File: config.mk
export PLATFORM = sky130hd
export DESIGN_NAME = irq_ctrl
export DESIGN_NICKNAME = d
export VERILOG_FILES = /design/src/rtl/nano6502_pkg.sv /design/src/rtl/irq_prio_enc.sv /design/src/rtl/irq_ctrl.sv
export SDC_FILE = /design/constraint.sdc
export NUM_CORES = 1
export LEC_CHECK = 0
export ABC_AREA = 1
export CAP_MARGIN = 20
export CORE_MARGIN = 3
export CORE_UTILIZATION = 36
export DETAILED_ROUTE_END_ITERATION = 8
export GPL_TIMING_DRIVEN = 0
export PLACE_DENSITY = 0.69
export SKIP_LAST_GASP = 1
export SLEW_MARGIN = 20
export SYNTH_ARGS = -nofsm -noshare
export SYNTH_HDL_FRONTEND = slang
export SYNTH_SLANG_ARGS = --single-unit
File: constraint.sdc
create_clock -name clk_i -period 1 [get_ports clk_i]
set_input_delay 0.15 -clock clk_i [delete_from_list [all_inputs] [get_ports clk_i]]
set_output_delay 0.15 -clock clk_i [all_outputs]
set_load 0.005 [all_outputs]
File: src/rtl/nano6502_pkg.sv
// Shared definitions for nano6502 peripherals on the 3-bit register bus.
package nano6502_pkg;

  // Interrupt controller register map
  localparam logic [2:0] IRQ_REG_PENDING = 3'd0;
  localparam logic [2:0] IRQ_REG_ENABLE  = 3'd1;
  localparam logic [2:0] IRQ_REG_VECTOR  = 3'd2;
  localparam logic [2:0] IRQ_REG_RAW     = 3'd3;
  localparam logic [2:0] IRQ_REG_MODE    = 3'd4;
  localparam logic [2:0] IRQ_REG_SWSET   = 3'd5;

  // Source index of the timer's idle flag
  localparam int IRQ_SRC_TIMER = 0;

endpackage

File: src/rtl/irq_prio_enc.sv
// Fixed-priority encoder: lowest set request index wins.
module irq_prio_enc #(
  parameter int NUM_SRC = 8
) (
  input  logic [NUM_SRC-1:0] req,
  output logic               valid,
  output logic [2:0]         index
);

  // Scan from the top down so the lowest set bit is the last to overwrite
  always_comb begin
    valid = |req;
    index = 3'd0;
    for (int i = NUM_SRC - 1; i >= 0; i--) begin
      if (req[i]) begin
        index = 3'(i);
      end
    end
  end

endmodule

File: src/rtl/irq_ctrl.sv
// Memory-mapped interrupt controller driving the 6502 active-low IRQ line.
module irq_ctrl
  import nano6502_pkg::*;
#(
  parameter int         NUM_SRC  = 8,
  parameter logic [7:0] RST_MODE = 8'h00
) (
  input  logic               clk_i,
  input  logic               rst_n_i,
  input  logic               R_W_n,
  input  logic [2:0]         reg_addr_i,
  input  logic [7:0]         data_i,
  input  logic               irq_cs,
  input  logic [NUM_SRC-1:0] src_i,
  output logic [7:0]         data_o,
  output logic               irq_n_o
);

  logic [NUM_SRC-1:0] pending_reg;
  logic [NUM_SRC-1:0] pending_next;
  logic [NUM_SRC-1:0] enable_reg;
  logic [NUM_SRC-1:0] mode_reg;
  logic [NUM_SRC-1:0] src_prev_reg;
  logic               irq_n_reg;

  logic               wr_en;
  logic               wr_pending;
  logic               wr_enable;
  logic               wr_mode;
  logic               wr_swset;
  logic [NUM_SRC-1:0] wr_data;

  logic               prio_valid;
  logic [2:0]         prio_index;

  assign wr_en      = irq_cs & ~R_W_n;
  assign wr_pending = wr_en && (reg_addr_i == IRQ_REG_PENDING);
  assign wr_enable  = wr_en && (reg_addr_i == IRQ_REG_ENABLE);
  assign wr_mode    = wr_en && (reg_addr_i == IRQ_REG_MODE);
  assign wr_swset   = wr_en && (reg_addr_i == IRQ_REG_SWSET);
  assign wr_data    = data_i[NUM_SRC-1:0];

  // Per-source pending update. Level bits follow the source; edge bits
  // latch rises and SWSET, and any set beats a same-edge W1C.
  generate
    for (genvar gi = 0; gi < NUM_SRC; gi++) begin : g_pend
      assign pending_next[gi] = mode_reg[gi]
        ? src_i[gi]
        : ((pending_reg[gi] & ~(wr_pending & wr_data[gi]))
           | (src_i[gi] & ~src_prev_reg[gi])
           | (wr_swset & wr_data[gi]));
    end
  endgenerate

  // Register state; mode writes land after this edge, so the old mode
  // decides how pending updates on the write edge itself
  always_ff @(posedge clk_i or negedge rst_n_i) begin
    if (!rst_n_i) begin
      pending_reg  <= '0;
      enable_reg   <= '0;
      mode_reg     <= RST_MODE[NUM_SRC-1:0];
      src_prev_reg <= '0;
    end else begin
      pending_reg  <= pending_next;
      src_prev_reg <= src_i;
      if (wr_enable) begin
        enable_reg <= wr_data;
      end
      if (wr_mode) begin
        mode_reg <= wr_data;
      end
    end
  end

  irq_prio_enc #(
    .NUM_SRC (NUM_SRC)
  ) u_prio (
    .req   (pending_reg & enable_reg),
    .valid (prio_valid),
    .index (prio_index)
  );

  // IRQ line is registered, one edge behind the masked pending state
  always_ff @(posedge clk_i or negedge rst_n_i) begin
    if (!rst_n_i) begin
      irq_n_reg <= 1'b1;
    end else begin
      irq_n_reg <= ~prio_valid;
    end
  end

  assign irq_n_o = irq_n_reg;

  // Side-effect-free read mux; unused upper bits read zero
  always_comb begin
    data_o = 8'h00;
    case (reg_addr_i)
      IRQ_REG_PENDING: data_o = 8'(pending_reg);
      IRQ_REG_ENABLE:  data_o = 8'(enable_reg);
      IRQ_REG_VECTOR:  data_o = prio_valid ? {1'b1, 4'b0000, prio_index} : 8'h00;
      IRQ_REG_RAW:     data_o = 8'(src_i);
      IRQ_REG_MODE:    data_o = 8'(mode_reg);
      default:         data_o = 8'h00;
    endcase
  end

endmodule

**Word level (Yosys, flattened, before mapping)**

Index checks and enable logic that the tools add are counted.

- Flip-flop bits (word level): 33
- Input port bits: 23

- Equal/unequal tests: 5
- Muxes and demuxes: 18
- Bitwise logic cells: 68
- Reductions and logical operators: 6

Operator list:

| cell | count |
|---|---|
| 8-bit case mux with 5 select lines | 1 |
| 1-bit AND | 33 |
| 3-bit 2-to-1 mux | 8 |
| 1-bit inverter | 18 |
| 1-bit bitwise OR | 16 |
| 8-bit AND | 1 |
| 1-bit 2-to-1 mux | 8 |
| 8-bit 2-to-1 mux | 1 |
| 8-bit OR reduction | 1 |
| 3-bit by 2-bit == test with 1-bit output, second input constant | 2 |
| 3-bit == test, second input constant | 2 |
| 1-bit logical AND | 4 |
| 3-bit by 1-bit == test with 1-bit output, second input constant | 1 |
| 3-bit zero test | 1 |

**Longest topological paths before layout**

- Depth after elaboration: 11
- Mapped depth: 10
- Mapped depth without buffers: 10

**By module**

Synthesis repeated with hierarchy kept, for this count alone.

- Cells, all modules: 252
- Area, all modules: 1854.3 sq um

Modules (own cells, without submodules):

| module | instances | cells an instance | area an instance (sq um) | sequential area each (sq um) |
|---|---|---|---|---|
| irq_ctrl | 1 | 230 | 1755.4 | 827.0 |
| irq_prio_enc | 1 | 22 | 98.8 | 0.0 |

**Worst setup path after synthesis**

No wires, ideal clock.

- Kind: register to output
- Start: register enable_reg[0]
- End: output port data_o[0]
- Arrival: 0.910 ns
- Required time: 0.850 ns
- Slack: -0.060 ns
- Stages on the path, launching flop included: 9
- Path buffers: 0
- Cell sequence: dfrtp_1 > nand2_1 > nand2_1 > nor2_1 > nand2_1 > nand2_1 > nor2_1 > nand2_1 > nand2_1

- Word-level cells in the longest chain between the ends: 4

Ends and longest elaborated chain:

| item | RTL line | text |
|---|---|---|
| start: declaration | irq_ctrl.sv:21 | `logic [NUM_SRC-1:0] enable_reg;` |
| start signal: assignment | irq_ctrl.sv:67 | `enable_reg <= wr_data;` |
| 8-bit AND | irq_ctrl.sv:78 | `.req (pending_reg & enable_reg),` |
| 8-bit OR reduction or 3-bit 2-to-1 mux (tied branches) | irq_prio_enc.sv:12, irq_prio_enc.sv:15 |  |
| 8-bit 2-to-1 mux | irq_ctrl.sv:100 | `IRQ_REG_VECTOR: data_o = prio_valid ? {1'b1, 4'b0000, prio_index} : 8'h00;` |
| 8-bit case mux with 5 select lines (*) | irq_ctrl.sv:97 | `case (reg_addr_i)` |
| end: declaration | irq_ctrl.sv:15 | `output logic [7:0] data_o,` |

Mark *: on every way between the ends. The rest lies on a longest branch, timed or not.

**Worst setup path after layout**

- Start: register enable_reg[7]
- End: output port data_o[0]

- Word-level cells in the longest chain between the ends: 11

Ends and longest elaborated chain:

| item | RTL line | text |
|---|---|---|
| 8-bit AND (*) | irq_ctrl.sv:78 |  |
| 3-bit 2-to-1 mux (8 in series) | irq_prio_enc.sv:15 | `if (req[i]) begin` |
| 8-bit 2-to-1 mux (*) | irq_ctrl.sv:100 |  |
| 8-bit case mux with 5 select lines (*) | irq_ctrl.sv:97 |  |

Marked as above.

==> results by group <==
CTS
  • CTS sink count: 33
  • Max clock buf depth: 2
  • Latest clock arrival within the worst-skew pair: 0.29 ns
  • Root buf cell: clkbuf_8
  • H-tree depth: 2
  • CTS tree: yes
  • Clock slew at reported path FFs: 0.07 ns
  • Num CTS Buffers: 5

Die
  • Row count: 24
  • Die width: 75.5 um
  • Starting Density: 38.6%
  • IO Count: 32
  • Die Y-Extent: 75.5 um
  • Core ar.: 4500 sq um
  • Die footprint: 5690 sq um

Yosys
  • Syn_nets: 252
  • Post-synth EDFFs: 0
  • Post-synthesis sequential area ratio: 47.6%
  • Synthesized area: 1740 sq um
  • Area share of the largest cell type after synthesis: 46.1%
  • Syn avg cell area: 7.58 sq um
  • Yosys reg bits: 33
  • Cell count after synthesis: 229
  • Synth Warn #: 0
  • Synth top area cells: dfrtp_1 46%, nand2_1 22%, inv_1 6.7%
  • Post-synth top flop: dfrtp_1
  • Synth area leader: dfrtp_1
  • Synth async-reset ratio: 100%
  • Yosys cell types: 24

Cells and area
  • Fin nets: 325
  • Util after Layout: 59.9%
  • Synth-to-Final Area Change: 55.5%
  • Antenna cells: 0
  • Fin area: 2700 sq um
  • Share of cells above drive strength 1: 37.0%

Pwr
  • P_int: 3.23 mW
  • Sw Ratio: 31.8%
  • Sequential share of power: 37.5%
  • Switch Pwr: 1.51 mW
  • Pwr Density: 1750 nW/um^2
  • Gate power share: 34.1%
  • LEAKAGE: 1.36 nW
  • Total Power: 4.73 mW
  • Clock share of power: 28.5%
  • Worst vdd ir: 0.000941 V

Route
  • Initial drt markers: 89
  • Vias per inst: 5.07
  • Via count: 1800
  • Total routed wirelength: 5320 um
  • DR pass1 iterations: 4
  • DR WL/cell: 15.0 um
  • Final ANT Viol Nets: 0
  • Residual DRC: 0

Min path
  • HP Class: input pin to flip-flop
  • Hold Crit Start: src_i[4]

Global routing
  • Tot GR Track Use: 20.1%
  • Vias in the first global route: 1809
  • Total grt overflow: 0
  • Initial antenna violation count: 0
  • Largest net degree at the start of global routing: 23
  • First-pass GRT wire length: 8410 um

STA
  • Final period util: 163%
  • Hold_ws: 0.136 ns
  • Hold Fails Final Rpt: 0
  • Pins Over Slew Limit: 0
  • Fin worst setup slack: -0.629 ns
  • Slew @ Worst Pin: 0.342 ns
  • Fin Clk Skew: 0.00278 ns
  • RSZ-0062 raised after global routing: yes
  • Setup violators final: 16
  • Crit path time final: 1.63 ns
  • FMAX: 614 MHz
  • Relative slew margins: 77.2%

Critical path
  • Worst-path cell chain: nand2_1 -> nand2_1 -> nor2_4 -> nand2_2 -> nand2_2 -> nor2_1 -> nand2_1 -> nand2_1 -> buf_2
  • Critical Path Sink: data_o[0]
  • CP peak stage delay: 0.41 ns
  • Crit-path max FO: 3
  • Crit path arrival time: 1.48 ns
  • Critical Path Sink Type: output pin
  • Slowest CP cell: dfrtp_1
  • CP Class: flip-flop to output pin
  • Setup slack, reg-to-reg: -0.11 ns
  • Crit path from: enable_reg[7]
  • Startpoint Class: flip-flop
  • FF-to-FF End: irq_n_o
  • R2R Path Start: enable_reg[7]
  • Top cell by count, worst path: nand2_1
  • Reg2Reg Depth: 7
  • CP required: 0.85 ns

Place
  • IO buf count: 31
  • Placer Congestion: 0.810
  • Detailed placement HPWL: 2960 um
  • Pre-CTS setup slack: -1.35 ns
  • Area after DPL: 2130 sq um

Status
  • Failing checks: negative setup slack
  • Outcome: finished, violations left

Flow run
  • Max-Cap Viols: 0
==> cell usage in the layout, fill, tap and decap left out, types with 6 or more instances in the layout <==
cell / count
nand2_1: 85
nand2_2: 17
clkbuf_8: 6
o21ai_2: 11
o21ai_1: 6
o21ai_0: 10
buf_4: 23
buf_2: 9
buf_6: 11
inv_1: 24
inv_2: 7
clkdlybuf4s50_1: 14
dfrtp_1: 32
==> power groups by stage <==
stage / sequential [mW] / clock, mW / combinational [mW]
5_1_grt: 1.79 / 1.44 / 1.79
2_1_floorplan: 1.73 / 0 / 0.618
6_report: 1.77 / 1.35 / 1.61
4_1_cts: 1.75 / 1.37 / 1.41
3_3_place_gp: 1.76 / 0 / 0.970
3_5_place_dp: 1.77 / 0 / 1.00
==> logic make-up (layout without fill, tap and decap cells) <==
| logic type | after synthesis | after routing | synth area share, % |
|---|---|---|---|
| AOI/OAI and AO/OA | 41 | 41 | 14.5 |
| buffers and inverters | 35 | 109 | 8.07 |
| DFF | 33 | 33 | 47.6 |
| and+or+nand+nor | 120 | 120 | 29.8 |
==> cell usage after synthesis (2+ instances only) <==
library cell	n
nand2_2	2
o22ai_1	6
o2bb2ai_1	2
o21ai_0	18
dfrtp_1	32
inv_1	31
inv_2	2
nand3_1	4
a21oi_1	5
nand2_1	100
nor2_1	5
o21ai_2	8
nor3_4	2
nand2_4	2
==> routing by layer <==
metal | vias to the layer above | part of all wire, % | global-route usage, %
met3 | 14 | 8.2 | 3.83
met2 | 65 | 49 | 34.8
met5 | - | 0 | 0
met4 | 0 | 2.3 | 8.74
li1 | 863 | - | -
met1 | 858 | 40 | 24.2
==> worst min path at each step <==
stage	end	slack [ns]	cells past startpoint
global route	src_prev_reg[4]	0.13	1
floorplan	enable_reg[0]	-0.15	0
detailed placement	src_prev_reg[2]	0.07	1
global placement	mode_reg[2]	0.47	2
CTS	src_prev_reg[4]	0.13	1
finish	src_prev_reg[4]	0.14	1
==> critical path, delay by kind of cell, from the launching register on <==
kind,cells,cell delay (ns)
DFF,1,0.41
and+or+nand+nor,8,0.67
buffers and inverters,1,0.12
==> layout make-up <==
cell class | instances | area [sq um]
sequential | 33 | 827
clock buffer | 6 | 82.6
multi-input combinational | 161 | 916
clock inverter | 2 | 37.5
timing repair buffer | 66 | 618
tap | 52 | 65.1
buffer | 2 | 25.0
fill | 394 | 1800
inverter | 33 | 129
==> per-stage QoR <==
| step | TNS, ns | std cells |
|---|---|---|
| global placement | -59.94 | 312 |
| finish | -3.76 | 355 |
| floorplan | -0.0515 | 229 |
| global route | -5.06 | 355 |
| CTS | -4.00 | 355 |
| detailed placement | -29.24 | 313 |
==> timing repair <==
action | CTS | global route
pin swaps | 17 | 18
gates cloned | 1 | 0
setup endpoints to repair | 33 | 34
hold buffers | 1 | 0
resized for setup | 101 | 34
hold endpoints to repair | 10 | 0
setup buffers | 33 | 11
(Power assumes the default switching activity.)
